## src/rtl/input_debounce2_pkg.sv

```systemverilog
// Shared types for the two-channel debouncer: FSM state encoding and counter width.
package input_debounce2_pkg;

  localparam int unsigned CNT_W = 8;

  typedef enum logic [1:0] {
    STABLE_LO = 2'b00,
    WAIT_HI   = 2'b01,
    STABLE_HI = 2'b10,
    WAIT_LO   = 2'b11
  } db_state_e;

  // Debounced level implied by a state: high while stable-high or while a fall is pending.
  function automatic logic state_is_high(input db_state_e s);
    return (s == STABLE_HI) || (s == WAIT_LO);
  endfunction

endpackage

```

## src/rtl/input_debounce2_debounce_ch.sv

```systemverilog
// One debounce channel: 2-flop synchroniser, hold-time FSM with 8-bit counter,
// registered level and one-cycle change pulse.
module debounce_ch
  import input_debounce2_pkg::*;
#(
  parameter int unsigned DEB_CYCLES = 4
) (
  input  logic clk_i,
  input  logic rst_ni,
  input  logic raw_i,
  output logic db_o,
  output logic edge_o
);

  localparam logic [CNT_W-1:0] DebLimit = CNT_W'(DEB_CYCLES);

  logic             s1_q, s2_q;
  db_state_e        state_q, state_d;
  logic [CNT_W-1:0] cnt_q, cnt_d;
  logic             db_q, db_d;
  logic             edge_q, edge_d;

  always_ff @(posedge clk_i) begin
    if (!rst_ni) begin
      s1_q <= 1'b0;
      s2_q <= 1'b0;
    end else begin
      s1_q <= raw_i;
      s2_q <= s1_q;
    end
  end

  always_comb begin
    state_d = state_q;
    cnt_d   = cnt_q;
    unique case (state_q)
      STABLE_LO: begin
        if (s2_q) begin
          state_d = WAIT_HI;
          cnt_d   = CNT_W'(1);
        end else begin
          cnt_d   = '0;
        end
      end
      WAIT_HI: begin
        if (!s2_q) begin
          state_d = STABLE_LO;
          cnt_d   = '0;
        end else if (cnt_q == DebLimit) begin
          state_d = STABLE_HI;
          cnt_d   = '0;
        end else begin
          cnt_d   = cnt_q + CNT_W'(1);
        end
      end
      STABLE_HI: begin
        if (!s2_q) begin
          state_d = WAIT_LO;
          cnt_d   = CNT_W'(1);
        end else begin
          cnt_d   = '0;
        end
      end
      WAIT_LO: begin
        if (s2_q) begin
          state_d = STABLE_HI;
          cnt_d   = '0;
        end else if (cnt_q == DebLimit) begin
          state_d = STABLE_LO;
          cnt_d   = '0;
        end else begin
          cnt_d   = cnt_q + CNT_W'(1);
        end
      end
      default: begin
        state_d = STABLE_LO;
        cnt_d   = '0;
      end
    endcase
  end

  // Level is registered from the next state so it moves on the same edge as the FSM.
  always_comb begin
    db_d   = state_is_high(state_d);
    edge_d = db_d ^ db_q;
  end

  always_ff @(posedge clk_i) begin
    if (!rst_ni) begin
      state_q <= STABLE_LO;
      cnt_q   <= '0;
      db_q    <= 1'b0;
      edge_q  <= 1'b0;
    end else begin
      state_q <= state_d;
      cnt_q   <= cnt_d;
      db_q    <= db_d;
      edge_q  <= edge_d;
    end
  end

  assign db_o   = db_q;
  assign edge_o = edge_q;

endmodule

```

## src/rtl/input_debounce2.sv

```systemverilog
// Two independent debounce channels feeding a downstream gate, plus a combined edge flag.
module input_debounce2
  import input_debounce2_pkg::*;
#(
  parameter int unsigned DEB_CYCLES = 4
) (
  input  logic clk,
  input  logic rst_n,
  input  logic a_raw,
  input  logic b_raw,
  output logic a_db,
  output logic b_db,
  output logic a_edge,
  output logic b_edge,
  output logic any_edge
);

  debounce_ch #(.DEB_CYCLES(DEB_CYCLES)) u_ch_a (
    .clk_i  (clk),
    .rst_ni (rst_n),
    .raw_i  (a_raw),
    .db_o   (a_db),
    .edge_o (a_edge)
  );

  debounce_ch #(.DEB_CYCLES(DEB_CYCLES)) u_ch_b (
    .clk_i  (clk),
    .rst_ni (rst_n),
    .raw_i  (b_raw),
    .db_o   (b_db),
    .edge_o (b_edge)
  );

  assign any_edge = a_edge | b_edge;

endmodule

```

## config.mk

```make
export PLATFORM = sky130hd
export DESIGN_NAME = input_debounce2
export DESIGN_NICKNAME = d
export VERILOG_FILES = /design/src/rtl/input_debounce2_pkg.sv /design/src/rtl/input_debounce2_debounce_ch.sv /design/src/rtl/input_debounce2.sv
export SDC_FILE = /design/constraint.sdc
export NUM_CORES = 1
export LEC_CHECK = 0
export ABC_AREA = 1
export BUFFER_PORTS_ARGS = -buffer_cell sky130_fd_sc_hd__buf_2
export CAP_MARGIN = 15
export CORE_MARGIN = 3
export CORE_UTILIZATION = 54
export CTS_BUF_LIST = sky130_fd_sc_hd__clkbuf_8
export DETAILED_ROUTE_END_ITERATION = 8
export GPL_ROUTABILITY_DRIVEN = 1
export PLACE_DENSITY = 0.84
export SLEW_MARGIN = 20
export SYNTH_ARGS = -nofsm -noshare
export SYNTH_HDL_FRONTEND = slang
export SYNTH_SLANG_ARGS = --single-unit
```

## constraint.sdc

```tcl
create_clock -name clk -period 1.5 [get_ports clk]
set_clock_uncertainty 0.2 [all_clocks]
set_input_delay 0.225 -clock clk [delete_from_list [all_inputs] [get_ports clk]]
set_output_delay 0.225 -clock clk [all_outputs]
set_load 0.02 [all_outputs]
```

==> results by group, run 1 <==
Outcome
  • Status: complete, but fails checks
  • Failing checks: negative setup slack

Yosys
  • Number of synthesized flops with an enable pin: 0
  • Syn. warnings: 0
  • FF+latch count, synth: 28
  • Compound-gate portion of the synthesized area: 0.0481
  • Largest area contributor in the netlist: dfxtp_1
  • Synthesized area per cell: 7.65 um^2
  • Asr flop ratio synth: 0
  • Largest family of logic cells by synthesized area: simple AND/OR/NAND/NOR gates
  • Synth top area share: 0.458
  • Seq/Total Area, Yosys: 0.458
  • Adder-Cell Fraction of Synth Area: 0.0409
  • Commonest cells in the netlist: 28 x dfxtp_1, 28 x inv_1, 28 x nand2_1
  • Area contributors post-synth: dfxtp_1 46%, inv_1 8.6%, nand2_1 8.6%
  • Post-Synth XOR/XNOR Area: 0.0501
  • Synthesized area: 0.00122 mm^2
  • Syn Inst Count: 160
  • Number of library cell types mapped by synthesis: 24
  • Post-Synth Simple-Gate Area: 0.311
  • Mux contribution to synthesized area: 0
  • Dominant synthesized flop cell: dfxtp_1
  • Syn_nets: 168

Timing
  • Fmax: 652 MHz
  • Setup violators final: 3
  • Final cycle utilization of the critical path: 1.02
  • Post-route minimum period: 1.53 ns
  • Final Hold Vio Count: 0
  • Setup_tns: -0.0459 ns
  • Slew Viols, Final: 0
  • Rel. slew slack: 0.734
  • Slew @ Worst Pin: 0.395 ns
  • RSZ-0062 raised after global routing: yes
  • Hold WS: 0.0295 ns
  • Post-route setup slack: -0.0343 ns

Place
  • Placer Congestion: 0.891
  • Setup WS pre-CTS: -0.114 ns
  • HPWL after DPL: 1750 um
  • I/O Buffers: 8
  • Placement Cell Area: 0.00130 mm^2
  • # placed instances: 195

Clocking
  • CTS tree: done
  • Worst skew pair latency: 0.28 ns
  • CTS max path bufs: 2
  • Reg clk slew, reported paths: 0.10 ns
  • Cts bufs inserted: 3
  • CTS sink cnt: 28
  • H-tree depth: 1
  • Root Driver: clkbuf_8

Routing
  • Post-route DRC violation count: 0
  • WL per Instance: 15.0 um
  • Detail Route Antenna Nets: 0
  • Vias after detailed routing: 1134
  • Initial DRC count: 52
  • Final WL: 3090 um
  • Routed met2 length: 1600 um
  • DR pass1 iterations: 4
  • Met1 wire length: 1250 um
  • WL met3: 136 um
  • Top routing layer used: met4
  • Vias per cell: 5.50

Cells and area
  • Design Area, Final: 0.00154 mm^2
  • Diodes inserted: 0
  • Post-Layout Cell Count: 206
  • Area Overhead vs Synth: 26.0%
  • Share of layout cells above drive strength 1: 0.313
  • Nets@finish: 188

Power
  • Pwr per Cell Area: 918 mW/mm^2
  • Static Leak: 0.644 nW
  • VDD IR max: 0.000837 V

Die
  • Core Area: 0.00206 mm^2
  • Die Width: 53.6 um
  • Starting Density: 0.593
  • # IOs: 9
  • Die area: 0.00287 mm^2
  • Die extent in y: 53.6 um
  • # rows: 16

Critical path
  • Worst Path Max Fanout: 3
  • Path type of the worst setup path: reg2reg
  • Critical path endpoint category: flip-flop
  • Element type at the critical path start: flip-flop
  • Req. time, crit path: 1.49 ns
  • Crit path DAT: 1.52 ns

Global route
  • Gr usage total: 0.208
  • Initial antenna violation count: 0
  • Vias in the first global route: 1090
  • Largest net degree at the start of global routing: 17
  • First-pass GRT wire length: 4340 um
  • Global route overflow: 0

Job
  • Max Cap Viol: 0

Min path
  • Worst hold path class: in2reg
==> sequential cells by signal, indices dropped and copies added (netlist names) <==
register	cells
u_ch_a.cnt_q	8
u_ch_b.cnt_q	8
u_ch_a.state_q	2
u_ch_b.state_q	2
u_ch_a.db_o	1
u_ch_a.edge_o	1
u_ch_a.s1_q	1
u_ch_a.s2_q	1
u_ch_b.db_o	1
u_ch_b.edge_o	1
u_ch_b.s1_q	1
u_ch_b.s2_q	1
==> worst max-delay path, cell delays in order (launching register included) <==
cell     delay, ns
dfxtp_2       0.35
inv_2         0.09
ha_4          0.15
nand2_2       0.07
nor2_4        0.13
nand3_2       0.09
nand2_2       0.09
nand2_2       0.08
nor2_1        0.12
nor2_1        0.07
==> per-stage QoR <==
| step | utilization | total power [mW] |
|---|---|---|
| 3_5_place_dp | 0.629 | 0.799 |
| 4_1_cts | 0.691 | 1.38 |
| 6_report | 0.748 | 1.42 |
| 2_1_floorplan | - | 0.790 |
| 3_3_place_gp | 0.629 | 0.795 |
| 5_1_grt | 0.748 | 1.45 |
==> where the power goes <==
part | internal (mW) | leakage [nW] | switching, mW
Combinational | 0.0178 | 0.378 | 0.0227
Clock | 0.358 | 0.0357 | 0.260
Sequential | 0.751 | 0.230 | 0.00595
==> cell type report <==
| class | count | area, um^2 |
|---|---|---|
| clock inverter | 1 | 30.0 |
| fill | 119 | 520 |
| multi-input combinational | 103 | 653 |
| timing repair buffer | 16 | 109 |
| tap | 27 | 33.8 |
| inverter | 28 | 105 |
| sequential | 28 | 569 |
| clock buffer | 3 | 41.3 |
==> cell families (layout without fill, tap and decap cells) <==
kind of cell / Yosys count / count (layout)
flops: 28 / 28
compound gates: 10 / 10
simple gates: 82 / 82
buf+inv: 29 / 48
xor+xnor: 7 / 7
fa+ha+maj: 4 / 4
==> repair_timing <==
action | CTS | global route
hold endpoints to repair | 2 | 0
pin swaps | 3 | 7
gates resized for setup | 8 | 29
hold buffers | 2 | 0
setup buffers | 2 | 3
setup endpoints to repair | 5 | 22
==> metal layers <==
metal / global-route usage / vias up
li1: - / 534
met1: 0.210 / 539
met2: 0.382 / 47
met3: 0.0443 / 14
met4: 0.136 / 0
met5: 0 / -
==> final timing paths <==
check | start | to | slack, ns | depth (start not counted)
max | u_ch_b.cnt_q[1] | u_ch_b.edge_o | -0.03 | 9
min | rst_n | u_ch_b.s2_q | 0.03 | 3
max reg2reg | u_ch_b.cnt_q[1] | u_ch_b.edge_o | -0.03 | 9
min reg2reg | u_ch_b.s1_q | u_ch_b.s2_q | 0.23 | 2
==> layout by cell type, fill, tap and decap left out, types with 2 or more instances in the layout <==
cell           count
xor2_1             5
ha_4               2
a21oi_1            5
dfxtp_2            7
dlygate4sd3_1      2
dfxtp_1           21
nor3_2             2
nand4_1            4
nand3_2            3
buf_2              8
nor2_2             2
nand2_1           22
nand3_1            6
buf_4              5
xnor2_1            2
nor3_1             2
nor2_1            24
nand2_2            6
o21ai_0            3
inv_1             23
clkbuf_8           3
inv_2              5
nor2_4             4
No activity file was read; power rests on OpenSTA's default activity.
==> run 2: changes to the inputs <==
Settings changed: CELL_PAD_IN_SITES_DETAIL_PLACEMENT set to 1, CELL_PAD_IN_SITES_GLOBAL_PLACEMENT set to 2, CORE_UTILIZATION 54 to 32.
==> results by group, run 2 (synthesis gave the netlist of run 1 again) <==
Routing
  • DR pass1 iterations: 4 (unchanged)
  • Final WL: 2540 um (-18%)
  • Post-route DRC violation count: 0 (unchanged)
  • Vias per cell: 4.61 (-16%)
  • Detail Route Antenna Nets: 0 (unchanged)
  • Vias after detailed routing: 1042 (-8.1%)
  • Initial DRC count: 23 (-56%)
  • WL per Instance: 11.2 um (-25%)

Power
  • Static Leak: 0.663 nW (+3.1%)
  • Pwr per Cell Area: 896 mW/mm^2 (-2.4%)
  • VDD IR max: 0.000400 V (-52%)
  • Total Power: 1.38 mW (-2.3%)

Global route
  • Gr usage total: 0.133 (-0.0753)
  • First-pass GRT wire length: 4690 um (+8.1%)
  • Vias in the first global route: 1125 (+3.2%)
  • Largest net degree at the start of global routing: 17 (unchanged)
  • Global route overflow: 0 (unchanged)
  • Initial antenna violation count: 0 (unchanged)

Clocking
  • CTS sink cnt: 28 (unchanged)
  • H-tree depth: 1 (unchanged)
  • Cts bufs inserted: 3 (unchanged)
  • Root Driver: clkbuf_8
  • CTS tree: done
  • Reg clk slew, reported paths: 0.10 ns (about the same)
  • Worst skew pair latency: 0.27 ns (about the same)
  • CTS max path bufs: 2 (unchanged)

Outcome
  • Status: completed

Die
  • # IOs: 9 (unchanged)
  • # rows: 21 (+5)
  • Die area: 0.00460 mm^2 (+60%)
  • Starting Density: 0.350 (-0.243)
  • Core Area: 0.00349 mm^2 (+69%)
  • Die extent in y: 67.8 um (+27%)
  • Die Width: 67.8 um (+27%)

Critical path
  • Worst-case reg-to-reg path depth: 9 (unchanged)
  • Critical path origin: u_ch_b.edge_o
  • Worst Path Max Fanout: 2 (-1)
  • Reg2reg end: u_ch_a.edge_o
  • Path type of the worst setup path: reg2out
  • Critical path endpoint category: primary output
  • Req. time, crit path: 1.07 ns (-0.42 ns)
  • Element type at the critical path start: flip-flop
  • R2r setup slk: 0.05 ns (+0.08 ns)
  • Crit path DAT: 1.03 ns (-0.49 ns)
  • Critical Path Sink: any_edge
  • R2R Path Start: u_ch_a.cnt_q[1]

Cells and area
  • Largest registers: u_ch_a.cnt_q: 8 flops, u_ch_b.cnt_q: 8 flops
  • Share of layout cells above drive strength 1: 0.261 (-0.0517)
  • Most frequent cells in the layout: 25 x inv_1, 25 x nand2_1, 25 x dfxtp_1, 23 x nor2_1, 8 x buf_2
  • Post-Layout Cell Count: 226 (+9.7%)
  • Nets@finish: 189 (+0.53%)
  • Diodes inserted: 0 (unchanged)
  • Finished Core Util: 0.441 (-0.306)
  • Area Overhead vs Synth: 26.1% (about the same)

Min path
  • Hold Crit Start: rst_n
  • Worst hold path class: in2reg

Timing
  • Final cycle utilization of the critical path: 0.972 (-0.0504)
  • Post-route minimum period: 1.46 ns (-0.0756 ns)
  • Slew @ Worst Pin: 0.304 ns (-0.0905 ns)
  • Post-route setup slack: 0.0413 ns (+0.0756 ns)
  • RSZ-0062 raised after global routing: yes
  • Hold WS: 0.0192 ns (-0.0102 ns)
  • Setup violators final: 0 (-3)
  • Final Hold Vio Count: 0 (unchanged)
  • Slew Viols, Final: 0 (unchanged)
  • Rel. slew slack: 0.797 (+0.0628)
  • Fmax: 686 MHz (+5.2%)

Place
  • # placed instances: 220 (+13%)
  • I/O Buffers: 8 (unchanged)
  • Placer Congestion: 0.775 (-13%)
  • HPWL after DPL: 2010 um (+15%)
  • Setup WS pre-CTS: -0.0134 ns (+0.100 ns)

Job
  • Max Cap Viol: 0 (unchanged)
[run 2: cell count changes in the layout (fill, tap and decap cells not counted), moves of 2 or more]
cell and change:
buf_4 +2, dfxtp_1 +4, dfxtp_2 -4, inv_1 +2, inv_2 -2, nand2_1 +3
nand2_2 -2, nor2_2 +3, nor2_4 -2
[run 2: worst min-delay path by stage]
| stage | slack, ns | cells past startpoint | end |
|---|---|---|---|
| 2_1_floorplan | 0.12 | 2 | u_ch_a.s1_q |
| 3_3_place_gp | 0.20 | 2 | u_ch_b.s2_q |
| 3_5_place_dp | 0.21 | 2 | u_ch_a.s2_q |
| 4_1_cts | 0.01 | 3 | u_ch_b.edge_o |
| 5_1_grt | 0.02 | 3 | u_ch_b.s2_q |
| 6_report | 0.02 | 3 | u_ch_b.s2_q |
[run 2: per-layer routing]
layer / wire, um / vias to the layer above / part of all wire / GRT usage
met2: 1310 / 14 / 0.51 / 0.237
met1: 1140 / 493 / 0.45 / 0.159
met4: 21 / 0 / 0.0083 / 0.0447
met3: 67 / 2 / 0.026 / 0.0246
li1: - / 533 / - / -
met5: 0 / - / 0 / 0
[run 2: area by class of cell]
class,count,area (um^2)
fill,435,1950
multi-input combinational,103,632
sequential,28,564
timing repair buffer,17,113
inverter,28,105
tap,46,57.6
clock buffer,3,41.3
clock inverter,1,30.0
[run 2: repair_timing]
action	4_1_cts	5_1_grt
hold buffers	2	0
resized for setup	4	20
hold endpoints to repair	2	0
cloned	0	0
pin swaps	1	6
buffers inserted	0	0
setup endpoints to repair	5	23
[run 2: per-stage QoR]
stage	TNS (ns)	area, um^2
final	0	1540
after global routing	-0.198	1540
after CTS	0	1460
after detailed placement	-0.0158	1370
after global placement	0	1370
after floorplan	0	1220
[run 2: critical path, cell delays in order, from the launching register on]
cell,delay [ns]
dfxtp_1,0.33
or2_2,0.28
buf_2,0.16
[run 2: where the power goes]
group / total (mW) / internal, mW / switching, mW
Combinational: 0.0358 / 0.0166 / 0.0191
Sequential: 0.757 / 0.751 / 0.00596
Clock: 0.590 / 0.357 / 0.233
